**config.mk**
```make
export PLATFORM = sky130hd
export DESIGN_NAME = sdp_ram_fifo_flat
export DESIGN_NICKNAME = d
export VERILOG_FILES = /design/src/rtl/sdp_ram_fifo_pkg.sv /design/src/rtl/sdp_ram_fifo_if.sv /design/src/rtl/sdp_ram_fifo_mem.sv /design/src/rtl/sdp_ram_fifo.sv /design/src/flat_wrapper.sv
export SDC_FILE = /design/constraint.sdc
export NUM_CORES = 1
export LEC_CHECK = 0
export CORE_MARGIN = 1.5
export CORE_UTILIZATION = 56
export CTS_BUF_LIST = sky130_fd_sc_hd__clkbuf_2
export DETAILED_ROUTE_END_ITERATION = 10
export GPL_TIMING_DRIVEN = 0
export PLACE_DENSITY_LB_ADDON = 0.12
export RECOVER_POWER = 50
export SLEW_MARGIN = 20
export SYNTH_ARGS = -nofsm -noshare
export SYNTH_HDL_FRONTEND = slang
export SYNTH_SLANG_ARGS = --single-unit
```
**constraint.sdc**
```tcl
create_clock -name clk -period 5.3 [get_ports clk]
set_input_delay 1.325 -clock clk [delete_from_list [all_inputs] [get_ports clk]]
set_output_delay 1.325 -clock clk [all_outputs]
set_load 0.01 [all_outputs]
```
**src/rtl/sdp_ram_fifo_pkg.sv**
```systemverilog
// Shared constants and types for the RAM-backed FWFT FIFO.
package sdp_ram_fifo_pkg;

    localparam int unsigned DEF_DATA_WIDTH = 14;
    localparam int unsigned DEF_ADDR_WIDTH = 6;
    localparam int unsigned BUF_ENTRIES    = 2;

    typedef logic [DEF_DATA_WIDTH-1:0] data_t;
    typedef logic [DEF_ADDR_WIDTH-1:0] addr_t;
    typedef logic [DEF_ADDR_WIDTH:0]   count_t;

endpackage

```
**src/rtl/sdp_ram_fifo_if.sv**
```systemverilog
// Push/pop streaming handshake bundle for sdp_ram_fifo.
interface sdp_ram_fifo_if
    import sdp_ram_fifo_pkg::*;
#(
    parameter int unsigned DATA_WIDTH = DEF_DATA_WIDTH
);

    logic [DATA_WIDTH-1:0] in_data;
    logic                  in_valid;
    logic                  in_ready;
    logic [DATA_WIDTH-1:0] out_data;
    logic                  out_valid;
    logic                  out_ready;

    modport master (
        output in_data,
        output in_valid,
        input  in_ready,
        input  out_data,
        input  out_valid,
        output out_ready
    );

    modport slave (
        input  in_data,
        input  in_valid,
        output in_ready,
        output out_data,
        output out_valid,
        input  out_ready
    );

endinterface

```
**src/rtl/sdp_ram_fifo_mem.sv**
```systemverilog
// Simple dual-port RAM: synchronous write, registered read address, 1-cycle read latency.
module sdp_ram_fifo_mem #(
    parameter int unsigned DATA_WIDTH = 14,
    parameter int unsigned ADDR_WIDTH = 6
) (
    input  logic                  clk_i,
    input  logic                  wr_en_i,
    input  logic [ADDR_WIDTH-1:0] wr_addr_i,
    input  logic [DATA_WIDTH-1:0] wr_data_i,
    input  logic                  rd_en_i,
    input  logic [ADDR_WIDTH-1:0] rd_addr_i,
    output logic [DATA_WIDTH-1:0] rd_data_o
);

    localparam int unsigned DEPTH = 2 ** ADDR_WIDTH;

    logic [DATA_WIDTH-1:0] mem_q [DEPTH];
    logic [ADDR_WIDTH-1:0] rd_addr_q;

    always_ff @(posedge clk_i) begin
        if (wr_en_i) begin
            mem_q[wr_addr_i] <= wr_data_i;
        end
    end

    always_ff @(posedge clk_i) begin
        if (rd_en_i) begin
            rd_addr_q <= rd_addr_i;
        end
    end

    assign rd_data_o = mem_q[rd_addr_q];

endmodule

```
**src/rtl/sdp_ram_fifo.sv**
```systemverilog
// First-word-fall-through FIFO over a simple dual-port RAM with a 2-entry landing buffer.
// Optional occupancy output enabled by defining SDP_RAM_FIFO_LEVEL_EN.
module sdp_ram_fifo
    import sdp_ram_fifo_pkg::*;
#(
    parameter int unsigned DATA_WIDTH = DEF_DATA_WIDTH,
    parameter int unsigned ADDR_WIDTH = DEF_ADDR_WIDTH
) (
    input  logic                  clk,
    input  logic                  rst_n,
`ifdef SDP_RAM_FIFO_LEVEL_EN
    output logic [ADDR_WIDTH+1:0] level,
`endif
    sdp_ram_fifo_if.slave         bus
);

    localparam int unsigned DEPTH = 2 ** ADDR_WIDTH;
    localparam logic [ADDR_WIDTH:0] FULL_COUNT = (ADDR_WIDTH + 1)'(DEPTH);

    logic [ADDR_WIDTH-1:0] wr_ptr_q, wr_ptr_d;
    logic [ADDR_WIDTH-1:0] rd_ptr_q, rd_ptr_d;
    logic [ADDR_WIDTH:0]   ram_count_q, ram_count_d;
    logic                  rd_pend_q, rd_pend_d;
    logic [DATA_WIDTH-1:0] buf_q [BUF_ENTRIES];
    logic [DATA_WIDTH-1:0] buf_d [BUF_ENTRIES];
    logic                  head_q, head_d;
    logic [1:0]            buf_count_q, buf_count_d;

    logic                  push;
    logic                  pop;
    logic                  issue;
    logic                  land;
    logic                  tail;
    logic [2:0]            occ;
    logic [DATA_WIDTH-1:0] rd_data;

    assign bus.in_ready  = (ram_count_q != FULL_COUNT);
    assign bus.out_valid = (buf_count_q != 2'd0);
    assign bus.out_data  = buf_q[head_q];

    assign push = bus.in_valid && bus.in_ready;
    assign pop  = bus.out_valid && bus.out_ready;
    assign land = rd_pend_q;
    assign tail = head_q ^ buf_count_q[0];

    // Buffer slots already spoken for after this edge; a read may issue only if one stays free.
    assign occ   = {1'b0, buf_count_q} + {2'b00, rd_pend_q} - {2'b00, pop};
    assign issue = (ram_count_q != '0) && (occ < 3'd2);

    sdp_ram_fifo_mem #(
        .DATA_WIDTH(DATA_WIDTH),
        .ADDR_WIDTH(ADDR_WIDTH)
    ) u_mem (
        .clk_i    (clk),
        .wr_en_i  (push),
        .wr_addr_i(wr_ptr_q),
        .wr_data_i(bus.in_data),
        .rd_en_i  (issue),
        .rd_addr_i(rd_ptr_q),
        .rd_data_o(rd_data)
    );

    always_comb begin
        wr_ptr_d    = wr_ptr_q + ADDR_WIDTH'(push);
        rd_ptr_d    = rd_ptr_q + ADDR_WIDTH'(issue);
        ram_count_d = ram_count_q + (ADDR_WIDTH + 1)'(push) - (ADDR_WIDTH + 1)'(issue);
        rd_pend_d   = issue;
        head_d      = head_q ^ pop;
        buf_count_d = buf_count_q + {1'b0, land} - {1'b0, pop};
        buf_d       = buf_q;
        if (land) begin
            buf_d[tail] = rd_data;
        end
    end

    always_ff @(posedge clk or negedge rst_n) begin
        if (!rst_n) begin
            wr_ptr_q    <= '0;
            rd_ptr_q    <= '0;
            ram_count_q <= '0;
            rd_pend_q   <= 1'b0;
            head_q      <= 1'b0;
            buf_count_q <= '0;
            for (int i = 0; i < int'(BUF_ENTRIES); i++) begin
                buf_q[i] <= '0;
            end
        end else begin
            wr_ptr_q    <= wr_ptr_d;
            rd_ptr_q    <= rd_ptr_d;
            ram_count_q <= ram_count_d;
            rd_pend_q   <= rd_pend_d;
            head_q      <= head_d;
            buf_count_q <= buf_count_d;
            buf_q       <= buf_d;
        end
    end

`ifdef SDP_RAM_FIFO_LEVEL_EN
    assign level = (ADDR_WIDTH + 2)'(ram_count_q) + (ADDR_WIDTH + 2)'(rd_pend_q)
                 + (ADDR_WIDTH + 2)'(buf_count_q);
`endif

endmodule

```
**src/flat_wrapper.sv**
```systemverilog
// flat-port wrapper written by rule: the top's interface ports become plain ports
module sdp_ram_fifo_flat import sdp_ram_fifo_pkg::*;
#(
    parameter int unsigned DATA_WIDTH = DEF_DATA_WIDTH,
    parameter int unsigned ADDR_WIDTH = DEF_ADDR_WIDTH
)
  (clk, rst_n, bus_in_data, bus_in_valid, bus_in_ready, bus_out_data, bus_out_valid, bus_out_ready);
  sdp_ram_fifo_if #(.DATA_WIDTH(DATA_WIDTH)) bus_i ();
  input  logic clk;
  input  logic rst_n;
  input wire logic [$bits(bus_i.in_data)-1:0] bus_in_data;
  input wire logic [$bits(bus_i.in_valid)-1:0] bus_in_valid;
  output wire logic [$bits(bus_i.in_ready)-1:0] bus_in_ready;
  output wire logic [$bits(bus_i.out_data)-1:0] bus_out_data;
  output wire logic [$bits(bus_i.out_valid)-1:0] bus_out_valid;
  input wire logic [$bits(bus_i.out_ready)-1:0] bus_out_ready;
  assign bus_i.in_data = bus_in_data;
  assign bus_i.in_valid = bus_in_valid;
  assign bus_in_ready = bus_i.in_ready;
  assign bus_out_data = bus_i.out_data;
  assign bus_out_valid = bus_i.out_valid;
  assign bus_i.out_ready = bus_out_ready;
  sdp_ram_fifo #(.DATA_WIDTH(DATA_WIDTH), .ADDR_WIDTH(ADDR_WIDTH)) u_core (.clk(clk), .rst_n(rst_n), .bus(bus_i));
endmodule
```
==> metrics.yaml, run 1 <==
floorplan:
  dieHeight_um: 261
  fp.dieArea_um2: 68300
  num_io_pins: 34
  floorplan.initialDensity_pct: 56.7
  placementRows: 94
  design.core.area_um2: 65900
  die_w_um: 261
sta:
  setup_viol: 0
  final_period_minus_worst_setup_slack_ns: 4.97
  tightestPinTransition_ns: 3.10
  timing.clock.skew_ns: 0.0817
  post-route-period-util_pct: 93.7
  clock.fmax_mhz: 201
  timing_hold_violations_final: 0
  hold-worst-slack_ns: 0.347
  slew_violations: 752
  rsz_0062_raised_after_global_routing: "false"
  slew_headroom_pct: -107
pwr:
  p_leak_nw: 13.9
  p_per_area_nw_per_um2: 506
  vdd_ir_drop_max_v: 0.000364
  total_power_w: 0.0211
finish:
  layout.cells.non_filler: 3133
  finalInstanceArea_um2: 41700
  fillers: 4624
  fin_nets: 2126
  final_layout_size_suffix_gt1_share_pct: 36.7
  commonest_cells_after_routing_fill_and_taps_aside: "902 x edfxtp_1, 349 x clkbuf_2, 220 x mux4_2"
  area_growth_pct: 11.7
  final_common_cell: "edfxtp_1"
synthesis:
  synth_edf_count: 902
  synth.distinct_cells: 47
  synth.yosys.seq_area_share_pct: 76.2
  yosysWarnings: 0
  yosys_register_bits: 959
  postSynthNetCount: 1796
  synth.cell_area_um2: 37400
  postSynthAreaPerCell_um2: 21.2
  yosys_most_used_dff: "edfxtp_1"
  fraction_of_synthesis_flops_using_an_asynchronous_set_or_reset_pin_pct: 5.32
  synth_cells: 1761
place:
  dp_hpwl_mm: 61.8
  placedCellCount: 2730
  place_congestion: 0.923
  port-buffer-count: 33
  placed_cell_area_um2: 39900
drt:
  drc: 0
  routed_wire_length_per_instance_um: 29.2
  drt-vias-per-instance: 6.16
  drt_pre_antenna_iters: 6
  first_iter_violations: 2302
  final_antenna_net_count: 0
  routed_wl_mm: 91.6
  num_vias: 19300
clock_network:
  clock_tree_from_tritoncts: "yes"
  max_buffers_root_to_sink: 3
  post_cts_resize_count: 0
  tritoncts_num_sinks: 959
  clock_insertion_delay_worst_skew_ns: 1.42
  clock-root-buffer: "clkbuf_2"
  path_clk_slew_ns: 0.11
  cts-buffers-inserted: 222
  cts_max_level: 4
worst_hold_path:
  timing.hold.worst.start: "bus_in_data[7]"
  min_path_type: "in -> reg"
grt:
  via_count_of_the_first_global_routing_pass: 19600
  grt_usage_pct: 27.8
  grt_first_pass_wirelength_mm: 132
  grt_start_max_net_pins: 65
  grt.overflow.total: 0
  number_of_antenna_violations_at_the_first_check_in_global_routing: 2
job:
  drv.max_cap_violation_count: 15
setup_path:
  timing.critical_path.arrival_ns: 3.64
  worst_setup_path_class: "reg -> out"
  maximum_fanout_count_along_the_critical_path: 10
  worstPathRequired_ns: 3.97
  critical-path-slowest-cell: "clkbuf_1"
  crit_path_frequent_cell: "clkbuf_1"
  worstSetupStartpoint: "u_core.head_q$_DFF_PN0_"
  critical_path.endpoint_type: "primary output"
  category_of_the_worst_setup_path_launch_point: "flop"
  crit-reg2reg-launch: "u_core.buf_count_q[1]$_DFF_PN0_"
  timing.critical_path.slowest_cell_delay_ns: 0.57
  path_cells: "clkbuf_1, clkbuf_1, mux2_2, clkdlybuf4s50_1"
run_status:
  failed_checks: "capacitance limit, slew limit"
  outcome: "complete, but fails checks"
[registers in the layout, summed over array words and instances (netlist names), named ones only]
signal,cells
u_core.wr_ptr_q,6
u_core.buf_q,28
u_core.ram_count_q,7
u_core.rd_ptr_q,6
u_core.u_mem.rd_addr_q,6
u_core.head_q,1
u_core.buf_count_q,2
u_core.land,1
u_core.u_mem.mem_q,896
[cells in the mapped netlist (2+ instances only)]
cell type | count | area (um^2)
buf_4 | 17 | 128
buf_6 | 5 | 56.3
edfxtp_1 | 902 | 27100
or3_1 | 2 | 12.5
nor2_1 | 86 | 323
ha_1 | 15 | 188
a2111oi_0 | 2 | 17.5
clkbuf_1 | 26 | 97.6
o22ai_1 | 21 | 131
nand2_1 | 50 | 188
nand2b_1 | 7 | 43.8
or3b_2 | 2 | 17.5
inv_1 | 19 | 71.3
o31ai_1 | 7 | 52.6
buf_1 | 10 | 37.5
o211ai_1 | 3 | 22.5
a211oi_1 | 20 | 150
nor2b_1 | 27 | 169
xnor2_1 | 9 | 78.8
a21oi_1 | 10 | 50.1
xor2_1 | 8 | 70.1
nand3b_1 | 2 | 15.0
mux2i_1 | 63 | 631
o32ai_1 | 6 | 52.6
nor4_1 | 12 | 75.1
and2_1 | 2 | 12.5
nand3_1 | 8 | 40.0
buf_2 | 32 | 160
mux2_1 | 4 | 45.0
dfrtp_1 | 51 | 1280
o21ai_1 | 12 | 60.1
a22o_1 | 6 | 52.6
mux2_2 | 59 | 664
fa_1 | 2 | 40.0
or2_2 | 6 | 37.5
nor3_1 | 6 | 30.0
dfxtp_1 | 6 | 120
o21ai_0 | 8 | 40.0
mux4_2 | 220 | 4950
[metal layers]
layer	track usage, %	share of wire, %	vias up
li1	-	-	8069
met5	0	0	-
met2	42.5	47	993
met4	11.8	3.7	0
met3	6.78	9.4	174
met1	38.9	40	10100
[power by group]
group	total [W]	switching [W]	leakage, nW	internal [W]
logic	0.00737	0.00432	3.50	0.00305
registers	0.00903	0.000218	8.78	0.00881
clock network	0.00470	0.00283	1.59	0.00188
[final timing paths]
kind / endpoint / slack, ns / depth (start not counted)
worst min register to register: flop / 0.45 / 2
min in group asynchronous: u_core.ram_count_q[3]$_DFF_PN0_ / 1.41 / 2
worst max-delay path: bus_out_data[11] / 0.33 / 4
worst max register to register: u_core.ram_count_q[6]$_DFF_PN0_ / 0.68 / 21
max in group asynchronous: u_core.wr_ptr_q[5]$_DFF_PN0_ / 2.23 / 2
worst min-delay path: u_core.u_mem.mem_q[34][7]$_DFFE_PP_ / 0.35 / 1
[what timing repair did]
action / 4_1_cts / 5_1_grt
buffers inserted: 0 / 0
hold endpoints to repair: 51 / 0
hold buffers: 1 / 0
[cell families after synthesis]
logic type / Yosys count / share of synthesized area (%)
flip-flops: 959 / 76.2
multiplexers: 346 / 16.8
AND/OR/NAND/NOR: 212 / 2.61
buffers and inverters: 109 / 1.47
AO/OA/AOI/OAI: 101 / 1.82
XOR/XNOR: 17 / 0.399
adder cells (fa/ha/maj): 17 / 0.610
[critical path, delay by kind of cell, from the launching register on]
family / cells / cell delay (ns)
mux: 1 / 0.42
buf+inv: 3 / 1.46
flops: 1 / 0.35
[area by class of cell]
class | instances | area (um^2) | share of cell area, %
Timing Repair Buffer | 106 | 1080 | 2.59
Antenna cell | 1 | 2.50 | 0.00600
Inverter | 19 | 71.3 | 0.171
Multi-Input combinational cell | 693 | 8490 | 20.4
Sequential cell | 959 | 28500 | 68.3
Clock inverter | 53 | 297 | 0.711
Clock buffer | 348 | 1740 | 4.17
Tap cell | 864 | 1080 | 2.59
Buffer | 90 | 482 | 1.15
[per-stage QoR]
stage               util (%)  setup slack (ns)  setup TNS [ns]
floorplan                  -             0.531               0
global placement        58.9            -0.264          -0.265
detailed placement      60.5            -0.346          -0.434
CTS                     63.6             0.113               0
global route            63.4            0.0660               0
finish                  63.4             0.334               0
No activity file was read; power rests on OpenSTA's default activity.
==> run 2, diff against run 1 <==
Settings changed: CORE_MARGIN 1.5 to 4, GPL_TIMING_DRIVEN 0 to not set.
==> metrics.yaml, run 2 (synthesized netlist as in run 1, its figures left out) <==
run_status:
  outcome: "complete, but fails checks"
  failed_checks: "capacitance limit, slew limit"
worst_hold_path:
  min_path_type: "reg -> reg"
sta:
  slew_headroom_pct: -132
  clock.fmax_mhz: 221
  finalSetupTns_ns: 0
  post-route-period-util_pct: 85.4
  timing.clock.skew_ns: 0.0684
  setup_viol: 0
  timing_hold_violations_final: 0
  slew_violations: 946
  tightestPinTransition_ns: 3.48
  rsz_0062_raised_after_global_routing: "false"
  final_period_minus_worst_setup_slack_ns: 4.53
drt:
  routed_wl_mm: 83.4
  routed_wire_length_per_instance_um: 27.0
  final_antenna_net_count: 0
  drt_pre_antenna_iters: 5
  drc: 0
  first_iter_violations: 1670
  drt-vias-per-instance: 5.96
  num_vias: 18400
place:
  place_congestion: 0.826
  port-buffer-count: 33
  dp_hpwl_mm: 47.9
finish:
  commonest_cells_after_routing_fill_and_taps_aside: "902 x edfxtp_1, 339 x clkbuf_2, 220 x mux4_2"
  regMostFlops: "u_core.u_mem.mem_q"
  largestRegisters: "u_core.u_mem.mem_q x896, u_core.buf_q x28, u_core.ram_count_q x7"
  final_layout_size_suffix_gt1_share_pct: 33.4
  fin_nets: 2064
  finish.utilization_pct: 62.2
  final_common_cell: "edfxtp_1"
  area_growth_pct: 9.91
  largest_reg_flops: 896
pwr:
  p_leak_nw: 13.7
  p_per_area_nw_per_um2: 496
  vdd_ir_drop_max_v: 0.000558
grt:
  grt_usage_pct: 24.2
  grt.overflow.total: 0
  grt_start_max_net_pins: 68
  number_of_antenna_violations_at_the_first_check_in_global_routing: 3
  via_count_of_the_first_global_routing_pass: 19100
  grt_first_pass_wirelength_mm: 124
floorplan:
  placementRows: 94
  num_io_pins: 34
  design.core.area_um2: 66000
  fp.dieArea_um2: 70900
  floorplan.initialDensity_pct: 56.6
  dieHeight_um: 266
  die_w_um: 266
clock_network:
  clock_tree_from_tritoncts: "yes"
  tritoncts_num_sinks: 959
  cts_max_level: 4
  max_buffers_root_to_sink: 3
  clock-root-buffer: "clkbuf_2"
  cts_setup_buffers: 0
  clock_insertion_delay_worst_skew_ns: 1.43
  path_clk_slew_ns: 0.10
  cts-buffers-inserted: 225
job:
  drv.max_cap_violation_count: 15
setup_path:
  category_of_the_worst_setup_path_launch_point: "flop"
  maximum_fanout_count_along_the_critical_path: 16
  worstPathRequired_ns: 3.97
  critical_path.endpoint_type: "primary output"
  worst_setup_path_class: "reg -> out"
  timing.critical_path.arrival_ns: 3.20
==> run 2: cell count changes in the layout (fill, tap and decap cells not counted), sizes merged <==
| cell | previous run | this run |
|---|---|---|
| clkinv | 43 | 66 |
| clkbuf | 401 | 357 |
| bufinv | 3 | 2 |
| diode | 1 | 8 |
| clkinvlp | 2 | 3 |
| buf | 124 | 94 |
| inv | 24 | 25 |
==> run 2: final timing paths <==
check	to	cells past startpoint	startpoint	slack [ns]
max	bus_out_data[5]	2	u_core.head_q$_DFF_PN0_	0.77
min	flop	2	u_core.u_mem.rd_addr_q[0]$_DFFE_PP_	0.44
max reg2reg	u_core.ram_count_q[6]$_DFF_PN0_	21	u_core.buf_count_q[1]$_DFF_PN0_	1.25
min reg2reg	flop	2	u_core.u_mem.rd_addr_q[0]$_DFFE_PP_	0.44
max in group asynchronous	u_core.ram_count_q[5]$_DFF_PN0_	3	rst_n	2.05
min in group asynchronous	u_core.buf_q[17]$_DFFE_PN0P_	3	rst_n	1.54
==> run 2: timing repair <==
item / in CTS / in global routing
hold buffers: 1 / 0
gates resized for setup: 0 / 0
hold endpoints to repair: 51 / 0
==> run 2: routing by layer <==
layer | up-vias | routed length (um) | global-route usage (%)
met5 | - | 0 | 0
met4 | 0 | 1670 | 7.72
met3 | 115 | 6330 | 5.21
met2 | 736 | 40800 | 38.4
met1 | 9590 | 34600 | 34.3
li1 | 7977 | - | -
==> run 2: worst max-delay path, cell delays in order (launching register included) <==
cell and delay [ns]:
dfrtp_1 0.83, mux2_2 0.46, clkdlybuf4s50_1 0.49
==> run 2: area by class of cell <==
type,instances,area (um^2)
Antenna cell,8,20.0
Tap cell,864,1080
Multi-Input combinational cell,693,8330
Fill cell,4755,24900
Clock inverter,77,359
Sequential cell,959,28500
Inverter,19,71.3
Timing Repair Buffer,131,1010
Clock buffer,339,1700
==> run 2: stage by stage <==
step	worst slack (ns)	total power, W	hold WS, ns	area [um^2]	cells
CTS	0.537	0.0206	0.185	41100	3082
floorplan	0.531	0.0137	0.415	37400	1761
global route	0.477	0.0215	0.452	41100	3090
finish	0.773	0.0204	0.439	41100	3090
global placement	0.301	0.0159	0.422	39000	2665
detailed placement	0.265	0.0160	0.433	39000	2665
==> run 2: power by group <==
group	total (W)	internal, W	switching, W
sequential	0.00941	0.00882	0.000586
clock	0.00462	0.00181	0.00281
combinational	0.00635	0.00293	0.00342
